==> src/rtl/arbitro_registro.sv <==
// arbitro_registro: round-robin arbiter granting N_REQ requesters access to
// one shared register. Each access is IDLE -> ACCESS -> ACK, one cycle per
// phase. Every output is driven directly from a flop.
module arbitro_registro #(
    parameter int N_REQ = 4,
    parameter int WIDTH = 1
) (
    input  logic                   clk,
    input  logic                   reset_n,
    input  logic [N_REQ-1:0]       req,
    input  logic [N_REQ-1:0]       rw,
    input  logic [N_REQ*WIDTH-1:0] wdata,
    output logic [N_REQ-1:0]       gnt,
    output logic [N_REQ-1:0]       ack,
    output logic [WIDTH-1:0]       rdata,
    output logic                   busy,
    output logic                   reg_read_write,
    output logic [WIDTH-1:0]       reg_data,
    input  logic [WIDTH-1:0]       reg_data_out
);

    localparam int IW = (N_REQ > 1) ? $clog2(N_REQ) : 1;

    typedef enum logic [1:0] {
        IDLE   = 2'd0,
        ACCESS = 2'd1,
        ACK    = 2'd2
    } state_t;

    state_t             state_q, state_d;
    logic [IW-1:0]      ptr_q, ptr_d;
    logic [IW-1:0]      win_q, win_d;
    logic [N_REQ-1:0]   gnt_q, gnt_d;
    logic [N_REQ-1:0]   ack_q, ack_d;
    logic [WIDTH-1:0]   rdata_q, rdata_d;
    logic               busy_q, busy_d;
    logic               rrw_q, rrw_d;
    logic [WIDTH-1:0]   rdat_q, rdat_d;

    logic [IW-1:0]      sel;
    logic [IW-1:0]      cand;
    logic               found;
    logic [N_REQ-1:0]   sel_oh;
    logic [WIDTH-1:0]   sel_wd;

    // Round-robin search: first requester at or after ptr+1 (wrapping) wins.
    always_comb begin
        sel   = '0;
        cand  = '0;
        found = 1'b0;
        for (int k = 1; k <= N_REQ; k++) begin
            cand = IW'((int'(ptr_q) + k) % N_REQ);
            if (!found && req[cand]) begin
                found = 1'b1;
                sel   = cand;
            end
        end
    end

    // Decode the winner into a one-hot grant and pick out its write data.
    always_comb begin
        sel_oh = '0;
        sel_wd = '0;
        for (int i = 0; i < N_REQ; i++) begin
            if (sel == IW'(i)) begin
                sel_oh[i] = 1'b1;
                sel_wd    = wdata[i*WIDTH +: WIDTH];
            end
        end
    end

    // State and registered outputs; reset clears everything at once, which
    // also drops reg_read_write so an in-flight write cannot commit.
    always_ff @(posedge clk or negedge reset_n) begin
        if (!reset_n) begin
            state_q <= IDLE;
            ptr_q   <= IW'(N_REQ - 1);
            win_q   <= '0;
            gnt_q   <= '0;
            ack_q   <= '0;
            rdata_q <= '0;
            busy_q  <= 1'b0;
            rrw_q   <= 1'b0;
            rdat_q  <= '0;
        end else begin
            state_q <= state_d;
            ptr_q   <= ptr_d;
            win_q   <= win_d;
            gnt_q   <= gnt_d;
            ack_q   <= ack_d;
            rdata_q <= rdata_d;
            busy_q  <= busy_d;
            rrw_q   <= rrw_d;
            rdat_q  <= rdat_d;
        end
    end

    // Next state plus next values of the registered outputs for that state.
    always_comb begin
        state_d = state_q;
        ptr_d   = ptr_q;
        win_d   = win_q;
        gnt_d   = gnt_q;
        ack_d   = '0;
        rdata_d = rdata_q;
        busy_d  = busy_q;
        rrw_d   = 1'b0;
        rdat_d  = rdat_q;
        case (state_q)
            IDLE: begin
                if (|req) begin
                    state_d = ACCESS;
                    win_d   = sel;
                    gnt_d   = sel_oh;
                    rrw_d   = rw[sel];
                    rdat_d  = sel_wd;
                    busy_d  = 1'b1;
                end else begin
                    gnt_d  = '0;
                    busy_d = 1'b0;
                end
            end
            ACCESS: begin
                // rrw_q still holds the latched operation during ACCESS.
                state_d = ACK;
                ack_d   = gnt_q;
                ptr_d   = win_q;
                if (!rrw_q) rdata_d = reg_data_out;
            end
            ACK: begin
                state_d = IDLE;
                gnt_d   = '0;
                busy_d  = 1'b0;
            end
            default: begin
                state_d = IDLE;
                gnt_d   = '0;
                busy_d  = 1'b0;
            end
        endcase
    end

    assign gnt            = gnt_q;
    assign ack            = ack_q;
    assign rdata          = rdata_q;
    assign busy           = busy_q;
    assign reg_read_write = rrw_q;
    assign reg_data       = rdat_q;

endmodule
==> config.mk <==
export PLATFORM = sky130hd
export DESIGN_NAME = arbitro_registro
export DESIGN_NICKNAME = d
export VERILOG_FILES = /design/src/rtl/arbitro_registro.sv
export SDC_FILE = /design/constraint.sdc
export NUM_CORES = 1
export LEC_CHECK = 0
export ABC_AREA = 0
export BUFFER_PORTS_ARGS = -buffer_cell sky130_fd_sc_hd__buf_2
export CELL_PAD_IN_SITES_DETAIL_PLACEMENT = 1
export CELL_PAD_IN_SITES_GLOBAL_PLACEMENT = 1
export CORE_MARGIN = 1.5
export CORE_UTILIZATION = 27
export DETAILED_ROUTE_END_ITERATION = 12
export HOLD_SLACK_MARGIN = 0.06
export PLACE_DENSITY = 0.57
export SYNTH_ARGS = -nofsm -noshare
export SYNTH_HDL_FRONTEND = slang
export SYNTH_SLANG_ARGS = --single-unit
==> constraint.sdc <==
create_clock -name clk -period 3 [get_ports clk]
set_input_delay 0.6 -clock clk [delete_from_list [all_inputs] [get_ports clk]]
set_output_delay 0.6 -clock clk [all_outputs]
set_load 0.05 [all_outputs]
==> metrics.txt <==
status=complete, no violations; hold crit path type=input pin to asynchronous set/reset pin; clk buf depth=2; WS Path Type=register to register; Critical Path Slowest Stage Cell=nor2b_1; post-synth cell types=28; dpl ws=1.144 ns; Congestion Overflow GR=0; Crit path largest cell delay=0.53 ns; first-pass GRT wire length=around 3200 um; PwrDens=~1200 nW/um^2; Final Max Tran Viols=0; leak pwr=0.5237 nW; hpwl dp=between 1000 and 1500 um; clk_skew=slightly below 0.001 ns; die height=57.55 um; vias=610; net switching share of the total power=between 40% and 50%; P_int=a little over 0.0006 W; Max-Cap Viols=0; Peak VDD IR=roughly 580 uV; clock transition at the registers of the reported paths=roughly 0.10 ns; number of diodes=0; Seq/Total Area, Yosys=56.39%; CTS buffer count=3; Avg Cell Area, Syn=approximately 11 um^2; Final nets=~120; Syn Inst Count=a little over 70; Area Overhead vs Synth=24.45%; clock share of power=between 10 and 15%; fin crit period=about 1.6 ns; RSZ-0062 raised after global routing=no; gpl congestion=about 0.73; Clock Latency Late Sink=about 0.29 ns; GRT Overall Usage=13.21%; initial antenna violation count=0; Die Wd=between 50 and 60 um; period utilization=around 53%; Initial DRC Count=11; H-tree levels=1; Reg power frac=36.0%; Fillers=315; port buffer count=26; worst-path fanout max=9; # setup viols final=0; Routed WL per cell=about 14 um; Initial Utilization=between 20% and 30%; critical-path cell list=nor2b_1, nor2b_1, mux2_2; CP Launch Type=register; share of cells above drive strength 1=37.37%; Ys Warns=0; Routed Antenna Nets=0; area of the core=2781 um^2; Root Buffer Master=clkbuf_4; #FFs+latches synth=18; Post-Syn Area=803.3 um^2; slew margin rel.=55.41%; CTS tree=done; Worst-Margin Slew=0.6675 ns; Fin. Hold Viols=0; R2R cell count=3; ys async rst share=100.0%; setup_tns=0 ns; final critical-path setup slack=1.415 ns; Post-CTS Setup Inserts=0; data required time of the critical path=around 3.2 ns; setup slack, reg-to-reg=1.41 ns; Rows=19; Die ar.=between 3000 and 4000 um^2; main flop type after synthesis=dfrtp_1; Hold-fix buffers, CTS=0; Ports=27; Fmax achieved=630.8 MHz; CTS Sinks=18; endpoint type of the worst setup path=register; FF+latch area=~450 um^2; multi-input gate area in the final layout=roughly 340 um^2; combinational share of power=approximately 50%; DR vias/cell=4.692; PostCTS Resize Cnt=0; Most Frequent Cell on Critical Path=nor2b_1; largest net degree at the start of global routing=19; Post-synth EDFFs=0; syn_nets=86; total routed wirelength=1834 um; First-pass DRT Iterations=4; Worst Path Arrival=1.77 ns; vias in the first global route=650; Switch Pwr=about 0.00054 W; DRC Markers=0
[cell usage after synthesis (2+ instances only)]
| library cell | instances | area [um^2] |
|---|---|---|
| dfrtp_1 | 16 | 400.4 |
| nor2b_1 | 3 | 18.77 |
| a211oi_1 | 2 | 15.01 |
| o21a_1 | 3 | 22.52 |
| o21bai_1 | 2 | 15.01 |
| mux2_2 | 3 | 33.78 |
| a21o_1 | 4 | 30.03 |
| nand2b_1 | 2 | 12.51 |
| nand2_1 | 5 | 18.77 |
| o21ai_0 | 3 | 15.01 |
| mux2i_1 | 2 | 20.02 |
| a211o_1 | 2 | 17.52 |
| dfstp_2 | 2 | 52.55 |
| and2_1 | 4 | 25.02 |
| nor2_1 | 5 | 18.77 |
[power by group through the flow]
| stage | Sequential (W) | Combinational [W] | Clock (W) |
|---|---|---|---|
| finish | 0.000416 | 0.000593 | 0.000146 |
| global route | 0.000430 | 0.000642 | 0.000168 |
| CTS | 0.000418 | 0.000604 | 0.000155 |
| detailed placement | 0.000421 | 0.000603 | 0 |
| global placement | 0.000421 | 0.000594 | 0 |
| floorplan | 0.000637 | 0.000241 | 0 |
[state kept, by name, summed over array words and instances (netlist names)]
| register | cells |
|---|---|
| ack | 4 |
| gnt | 4 |
| ptr_q | 2 |
| state_q | 2 |
| win_q | 2 |
| busy | 1 |
| rdata | 1 |
| reg_data | 1 |
| reg_read_write | 1 |
[path summary, 6_finish.rpt]
check | startpoint | end
min reg2reg | busy | busy
max in group asynchronous | reset_n | ptr_q[0]
max reg2reg | state_q[1] | rdata
min | reset_n | busy
min in group clk | busy | busy
max | state_q[1] | rdata
[metal layers]
metal  up-vias  part of all wire, %  track usage, %
met2        14                   50           20.94
met5         -                    0               0
met4         0                 0.82           4.983
met3         2                  4.2           4.762
met1       288                   45           16.48
li1        306                    -               -
[per-stage QoR]
stage          utilization, %  std cells  hold WS [ns]  total power [W]  area (um^2)
2_1_floorplan               -         71        0.3044        0.0008779        803.3
3_3_place_gp            34.64        126        0.4558         0.001015        963.4
3_5_place_dp            34.64        126        0.4613         0.001024        963.4
4_1_cts                 35.94        130        0.2136         0.001177        999.7
5_1_grt                 35.94        130        0.2139         0.001240        999.7
6_report                35.94        130        0.2196         0.001155        999.7
[cell type report]
type	count	area share, %
Clock buffer	4	3.630
Inverter	1	0.3755
Timing Repair Buffer	26	13.02
Sequential cell	18	45.31
Multi-Input combinational cell	50	33.79
Tap cell	31	3.880
[kinds of logic (layout without fill, tap and decap cells)]
group	Yosys count	count (layout)	synth area share (%)
buffers and inverters	3	31	1.556
flip-flops	18	18	56.39
AND/OR/NAND/NOR	25	25	17.76
multiplexers	5	5	6.698
AO/OA/AOI/OAI	20	20	17.60
[layout by cell type, fill, tap and decap left out]
cell      netlist  routed
nor2b_4         1       1
nand3_1         1       1
a211oi_1        2       2
mux2_2          3       3
inv_1           1       1
o22ai_1         1       1
nand2_1         5       5
mux2i_1         2       2
o31ai_1         1       1
dfstp_2         2       2
clkbuf_4        0       3
nor2b_1         3       3
nand4_1         1       1
clkbuf_8        0       1
nor3_2          1       1
buf_2           1      26
o211ai_1        1       1
a21o_1          4       4
dfrtp_1        16      16
o21ai_0         3       3
a211o_1         2       2
a21oi_1         1       1
o21a_1          3       3
or2_1           1       1
o21bai_1        2       2
nand2b_1        2       2
nor3b_1         1       1
nor2_1          5       5
and2_1          4       4
[worst max-delay path, delay by kind of cell, from the launching register on]
kind	cells	cell delay, ns
flip-flops	1	0.39
multiplexers	1	0.34
AND/OR/NAND/NOR	2	0.75
Note: power is estimated with default switching activity, not from simulation.
